$ cat src/rtl/axis_src_pkg.sv
// Package for axis_pattern_source.
// Provides the FSM state type, the Galois LFSR tap constants for each
// supported data width, and a helper that picks the taps for a given width.
package axis_src_pkg;

  typedef enum logic [1:0] {
    IDLE = 2'd0,
    SEND = 2'd1,
    GAP  = 2'd2
  } state_t;

  // Right-shift Galois LFSR taps (maximal length) per data width.
  localparam logic [7:0]  TAPS_8  = 8'hB8;
  localparam logic [15:0] TAPS_16 = 16'hB400;
  localparam logic [31:0] TAPS_32 = 32'h8020_0003;

  // Taps for the given width, zero-extended to 32 bits; unsupported
  // widths return zero and are rejected at elaboration by the top.
  function automatic logic [31:0] lfsr_taps(input int data_size);
    case (data_size)
      8:       return {24'd0, TAPS_8};
      16:      return {16'd0, TAPS_16};
      32:      return TAPS_32;
      default: return 32'd0;
    endcase
  endfunction

endpackage

$ cat src/rtl/axis_src_pattern_gen.sv
// Combinational next-value generator for the pattern source.
// Ports:
//   value      in   DATA_SIZE  current beat value
//   mode       in   1          0 = increment, 1 = Galois right-shift LFSR
//   next_value out  DATA_SIZE  value of the following beat
module axis_src_pattern_gen
  import axis_src_pkg::*;
#(
  parameter int DATA_SIZE = 8
) (
  input  logic [DATA_SIZE-1:0] value,
  input  logic                 mode,
  output logic [DATA_SIZE-1:0] next_value
);

  localparam logic [31:0]          TAPS_ALL = lfsr_taps(DATA_SIZE);
  localparam logic [DATA_SIZE-1:0] TAPS     = TAPS_ALL[DATA_SIZE-1:0];

  always_comb begin
    if (mode) begin
      next_value = value[0] ? ((value >> 1) ^ TAPS) : (value >> 1);
    end else begin
      // Increment wraps naturally modulo 2**DATA_SIZE.
      next_value = value + DATA_SIZE'(1);
    end
  end

endmodule

$ cat src/rtl/axis_pattern_source.sv
// AXI4-Stream pattern source (master). Emits a programmed run of beats
// carrying an incrementing or LFSR pattern, with optional idle gaps after
// each handshake. All outputs are registered; m_ready only feeds next-state
// logic, never an output directly.
// Ports:
//   clk, rst    clock, synchronous active-high reset
//   start       1-cycle run request, honoured only while busy==0
//   length      beats in the run (0 = empty run, done pulse only)
//   seed        first beat value (0 is replaced by 1 in LFSR mode)
//   gap         idle cycles inserted after each non-final handshake
//   mode        0 = increment, 1 = LFSR
//   m_data, m_valid, m_ready  stream master signals
//   busy        run in progress
//   done        1-cycle pulse after the final handshake (or empty run)
//   beat_count  handshakes completed in the current/last run
module axis_pattern_source
  import axis_src_pkg::*;
#(
  parameter int DATA_SIZE = 8,
  parameter int LEN_W     = 16,
  parameter int GAP_W     = 4
) (
  input  logic                 clk,
  input  logic                 rst,
  input  logic                 start,
  input  logic [LEN_W-1:0]     length,
  input  logic [DATA_SIZE-1:0] seed,
  input  logic [GAP_W-1:0]     gap,
  input  logic                 mode,
  output logic [DATA_SIZE-1:0] m_data,
  output logic                 m_valid,
  input  logic                 m_ready,
  output logic                 busy,
  output logic                 done,
  output logic [LEN_W-1:0]     beat_count
);

  if (!(DATA_SIZE == 8 || DATA_SIZE == 16 || DATA_SIZE == 32)) begin : g_bad_width
    $error("axis_pattern_source: DATA_SIZE must be 8, 16 or 32");
  end

  state_t               state, state_n;
  logic [LEN_W-1:0]     len_q, len_n;
  logic [GAP_W-1:0]     gap_q, gap_n;
  logic [GAP_W-1:0]     gap_cnt, gap_cnt_n;
  logic                 mode_q, mode_n;
  logic [DATA_SIZE-1:0] m_data_n;
  logic                 m_valid_n, busy_n, done_n;
  logic [LEN_W-1:0]     beat_count_n;

  logic [DATA_SIZE-1:0] data_next;
  logic [DATA_SIZE-1:0] seed_fixed;
  logic                 handshake;
  logic                 last_beat;
  logic                 run_start;
  logic                 empty_start;

  axis_src_pattern_gen #(
    .DATA_SIZE (DATA_SIZE)
  ) u_gen (
    .value      (m_data),
    .mode       (mode_q),
    .next_value (data_next)
  );

  // The all-zero LFSR state never leaves itself, so a zero seed becomes 1.
  assign seed_fixed  = (mode && (seed == '0)) ? DATA_SIZE'(1) : seed;
  assign handshake   = m_valid & m_ready;
  assign last_beat   = (beat_count == len_q - LEN_W'(1));
  assign run_start   = (state == IDLE) && start && (length != '0);
  assign empty_start = (state == IDLE) && start && (length == '0);

  // State register.
  // NOTE: clocked state uses non-blocking (<=) so every register samples
  // pre-edge values; blocking here would create order-dependent races.
  always_ff @(posedge clk) begin
    if (rst) state <= IDLE;
    else     state <= state_n;
  end

  // Next-state logic.
  always_comb begin
    // NOTE: default assignment first so no path leaves state_n unassigned,
    // which would otherwise infer a latch.
    state_n = state;
    case (state)
      IDLE: if (run_start) state_n = SEND;
      SEND: begin
        if (handshake) begin
          if (last_beat)          state_n = IDLE;
          else if (gap_q != '0)   state_n = GAP;
        end
      end
      GAP:  if (gap_cnt == GAP_W'(1)) state_n = SEND;
      default: state_n = IDLE;
    endcase
  end

  // Next values of the output and field registers.
  always_comb begin
    m_data_n     = m_data;
    m_valid_n    = m_valid;
    busy_n       = busy;
    done_n       = 1'b0;
    beat_count_n = beat_count;
    len_n        = len_q;
    gap_n        = gap_q;
    gap_cnt_n    = gap_cnt;
    mode_n       = mode_q;
    case (state)
      IDLE: begin
        if (run_start) begin
          m_data_n     = seed_fixed;
          m_valid_n    = 1'b1;
          busy_n       = 1'b1;
          beat_count_n = '0;
          len_n        = length;
          gap_n        = gap;
          mode_n       = mode;
        end else if (empty_start) begin
          done_n       = 1'b1;
          beat_count_n = '0;
        end
      end
      SEND: begin
        if (handshake) begin
          // Saturate at the latched length.
          if (beat_count < len_q) beat_count_n = beat_count + LEN_W'(1);
          if (last_beat) begin
            m_valid_n = 1'b0;
            busy_n    = 1'b0;
            done_n    = 1'b1;
          end else if (gap_q == '0) begin
            m_data_n = data_next;
          end else begin
            m_valid_n = 1'b0;
            gap_cnt_n = gap_q;
          end
        end
      end
      GAP: begin
        // m_data still holds the previous beat, so next() continues the run.
        if (gap_cnt == GAP_W'(1)) begin
          m_valid_n = 1'b1;
          m_data_n  = data_next;
        end else begin
          gap_cnt_n = gap_cnt - GAP_W'(1);
        end
      end
      default: ;
    endcase
  end

  always_ff @(posedge clk) begin
    if (rst) begin
      m_data     <= '0;
      m_valid    <= 1'b0;
      busy       <= 1'b0;
      done       <= 1'b0;
      beat_count <= '0;
      len_q      <= '0;
      gap_q      <= '0;
      gap_cnt    <= '0;
      mode_q     <= 1'b0;
    end else begin
      m_data     <= m_data_n;
      m_valid    <= m_valid_n;
      busy       <= busy_n;
      done       <= done_n;
      beat_count <= beat_count_n;
      len_q      <= len_n;
      gap_q      <= gap_n;
      gap_cnt    <= gap_cnt_n;
      mode_q     <= mode_n;
    end
  end

endmodule
$ cat config.mk
export PLATFORM = sky130hd
export DESIGN_NAME = axis_pattern_source
export DESIGN_NICKNAME = d
export VERILOG_FILES = /design/src/rtl/axis_src_pkg.sv /design/src/rtl/axis_src_pattern_gen.sv /design/src/rtl/axis_pattern_source.sv
export SDC_FILE = /design/constraint.sdc
export NUM_CORES = 1
export LEC_CHECK = 0
export ABC_AREA = 0
export BUFFER_PORTS_ARGS = -buffer_cell sky130_fd_sc_hd__buf_2
export CAP_MARGIN = 10
export CORE_AREA = 3 3 98 170
export CTS_CLUSTER_DIAMETER = 120
export DETAILED_ROUTE_END_ITERATION = 12
export DIE_AREA = 0 0 101 173
export MAX_ROUTING_LAYER = met4
export PLACE_DENSITY = 0.39
export SYNTH_ARGS = -nofsm -noshare
export SYNTH_HDL_FRONTEND = slang
export SYNTH_SLANG_ARGS = --single-unit
$ cat constraint.sdc
create_clock -name clk -period 3.8 [get_ports clk]
set_input_delay 0.19 -clock clk [delete_from_list [all_inputs] [get_ports clk]]
set_output_delay 0.19 -clock clk [all_outputs]
set_load 0.05 [all_outputs]
==> flow_metrics.env <==
export IMPL_status="complete, no violations"
export IMPL_synthArstFlopShare=0
export IMPL_antenna_cells=0
export IMPL_p_leak_nw=1.755
export IMPL_ioPinCount=60
export IMPL_synth_warnings=0
export IMPL_rsz0062_at_grt="no"
export IMPL_met3_usage=0.01332
export IMPL_fillers=1726
export IMPL_cap_violations=0
export IMPL_dp_hpwl_microns=9944
export IMPL_avgSynthCellArea_sq_um=8.173
export IMPL_grt_pass1_vias=3553
export IMPL_layout_commonest_cell="buf_2"
export IMPL_drive_above_1_share=0.1769
export IMPL_fin_nets=577
export IMPL_ys_seq_elements=54
export IMPL_switchingPower_mw=1.229
export IMPL_finalCriticalPeriod_ps=3174
export IMPL_drcViolationCount=0
export IMPL_sw_frac_of_total=0.4569
export IMPL_grt_overflow_total=0
export IMPL_mostFrequentLayoutCells="buf_2 (59), nor2_1 (58), dfxtp_1 (54)"
export IMPL_cts_buffers=5
export IMPL_antenna_left=0
export IMPL_crit_path_end_kind="register"
export IMPL_numClockSinks=54
export IMPL_busiest_layer="met2"
export IMPL_max_slew_margin=0.3193
export IMPL_crit_required_ps=3940
export IMPL_vias_per_cell=5.123
export IMPL_stdcell_count=706
export IMPL_p_int_mw=1.461
export IMPL_grt_met1_usage=0.1469
export IMPL_totalWireLength_microns=12430
export IMPL_synth_nets=526
export IMPL_use_met2=0.2748
export IMPL_grt_pass1_wl_microns=19180
export IMPL_port_buffers=59
export IMPL_coreArea_sq_mm=0.01546
export IMPL_crit_path_start_kind="register"
export IMPL_powerDensity_mw_per_mm2=604.3
export IMPL_syn_inst=468
export IMPL_final_hold_viol_count=0
export IMPL_cts_setup_buffers=0
export IMPL_clk_latency_ps=300
export IMPL_cp_max_fo=8
export IMPL_ys_types=65
export IMPL_cts_max_path_buffers=2
export IMPL_synth_edf_count=0
export IMPL_fin_crit_sh=0.8353
export IMPL_clk_pin_slew_ps=80
export IMPL_track_usage=0.1450
export IMPL_ctsRootBufferMaster="clkbuf_16"
export IMPL_num_rows=60
export IMPL_power_frac_seq=0.298
export IMPL_worstHoldPathCells=3
export IMPL_fmax_mhz=315.1
export IMPL_power_frac_comb=0.500
export IMPL_syn_to_final_growth_pct=16.39
export IMPL_drt_iter0_drc=112
export IMPL_fin_setup_tns_ps=0
export IMPL_cts_htree_levels=2
export IMPL_reg2regPathDepth=8
export IMPL_ir_drop_v=0.0002027
export IMPL_seq_area_frac_synth=0.2826
export IMPL_cts_tree="yes"
export IMPL_ff2ff_setup_slack_ps=630
export IMPL_die_w_microns=101
export IMPL_syn_area_sq_mm=0.003825
export IMPL_worst_pin_slew_ps=1012
export IMPL_crit_arrival_ps=3320
export IMPL_finClkSkew_ps=9.183
export IMPL_hold_class="primary input to register"
export IMPL_path_class="register to register"
export IMPL_dieHeight_microns=173
export IMPL_grt_max_degree=41
export IMPL_start_util=0.2473
export IMPL_slew_violations=0
export IMPL_wire_per_inst_microns=17.61
export IMPL_dr_total_vias=3617
export IMPL_setup_viol=0
export IMPL_place_inst=698
export IMPL_die_area_sq_mm=0.01747
export IMPL_pwr_share_clk=0.202
export IMPL_globalplace_congestion=0.9103
export IMPL_ys_flop_type="dfxtp_1"
export IMPL_drt_pass1_iterations=4
export IMPL_postCtsResizedCells=0
export IMPL_antenna_found_initial=0
export IMPL_hold_buffers=0
cells in the mapped netlist, drive strengths merged, types with 7 or more instances:
library cell / n / area share
inv: 32 / 0.031
o31ai: 10 / 0.020
o21ai: 21 / 0.028
xnor2: 26 / 0.060
dfxtp: 54 / 0.28
ha: 25 / 0.082
clkbuf: 12 / 0.012
buf: 9 / 0.019
nor4: 14 / 0.026
a211oi: 7 / 0.014
nand2: 28 / 0.027
nor2: 58 / 0.057
nor4b: 7 / 0.016
mux2i: 26 / 0.068
a21oi: 16 / 0.021
xor2: 10 / 0.023
nor3: 12 / 0.020
a21o: 7 / 0.014
nand3: 13 / 0.017
nand4: 16 / 0.026
sequential cells by signal (all words and copies together) (netlist names):
name        flops
beat_count     16
busy            1
done            1
gap_cnt         4
gap_q           4
len_q          16
m_data          8
m_valid         1
mode_q          1
state           2
path summary, 6_finish.rpt:
path	end	from
hold reg to reg	m_valid$_SDFFE_PP0P_	m_valid$_SDFFE_PP0P_
hold / removal	gap_q[0]$_SDFFE_PP0P_	gap[0]
setup / recovery	m_valid$_SDFFE_PP0P_	len_q[5]$_SDFFE_PP0P_
setup reg to reg	m_valid$_SDFFE_PP0P_	len_q[5]$_SDFFE_PP0P_
worst max-delay path, cell delays in order (launching register included):
cell and delay [ps]:
dfxtp_1 400, or4_4 640, nor3_4 280, a31oi_1 210, nor4_2 450, nand3_1 150, or3_2 530, a211oi_1 260
a2111oi_0 90
area by class of cell:
cell class / instances / area (sq um) / share of cell area
multi-input cells: 360 / 2500 / 0.5616
flip-flops and latches: 54 / 1081 / 0.2428
repair buffers: 66 / 347.8 / 0.07813
well taps: 186 / 232.7 / 0.05228
clock buffers: 5 / 125.1 / 0.02811
inverters: 32 / 120.1 / 0.02698
clock inverters: 3 / 45.04 / 0.01012
per-stage QoR:
stage / hold WS [ps] / setup slack [ps] / utilization / power (mW) / instance area (sq um)
floorplan: 336.8 / 967.8 / - / 1.812 / 3825
global placement: 427.9 / 655.9 / 0.2769 / 2.158 / 4282
detailed placement: 434.3 / 635.4 / 0.2769 / 2.168 / 4282
CTS: 117.7 / 622.2 / 0.2879 / 2.723 / 4452
global route: 143.2 / 272.5 / 0.2879 / 2.881 / 4452
finish: 120.9 / 626.0 / 0.2879 / 2.690 / 4452
layer usage:
layer	part of all wire	wire length, microns
met1	0.37	4545
met2	0.57	7066
met3	0.029	358
met4	0.037	463
met5	0	0
kinds of logic after synthesis:
logic type / Yosys count / synth area share
AO/OA/AOI/OAI: 94 / 0.1708
XOR/XNOR: 36 / 0.08243
adder cells (fa/ha/maj): 25 / 0.08178
buffers and inverters: 54 / 0.06444
flip-flops: 54 / 0.2826
multiplexers: 27 / 0.07098
AND/OR/NAND/NOR: 178 / 0.2470
power by group through the flow:
| stage | sequential (mW) | clock, mW | combinational (mW) |
|---|---|---|---|
| after floorplan | 0.887 | 0 | 0.925 |
| after global placement | 0.816 | 0 | 1.34 |
| after detailed placement | 0.818 | 0 | 1.35 |
| after CTS | 0.805 | 0.564 | 1.35 |
| after global routing | 0.823 | 0.579 | 1.48 |
| final | 0.803 | 0.543 | 1.34 |
Note: power is estimated with default switching activity, not from simulation.
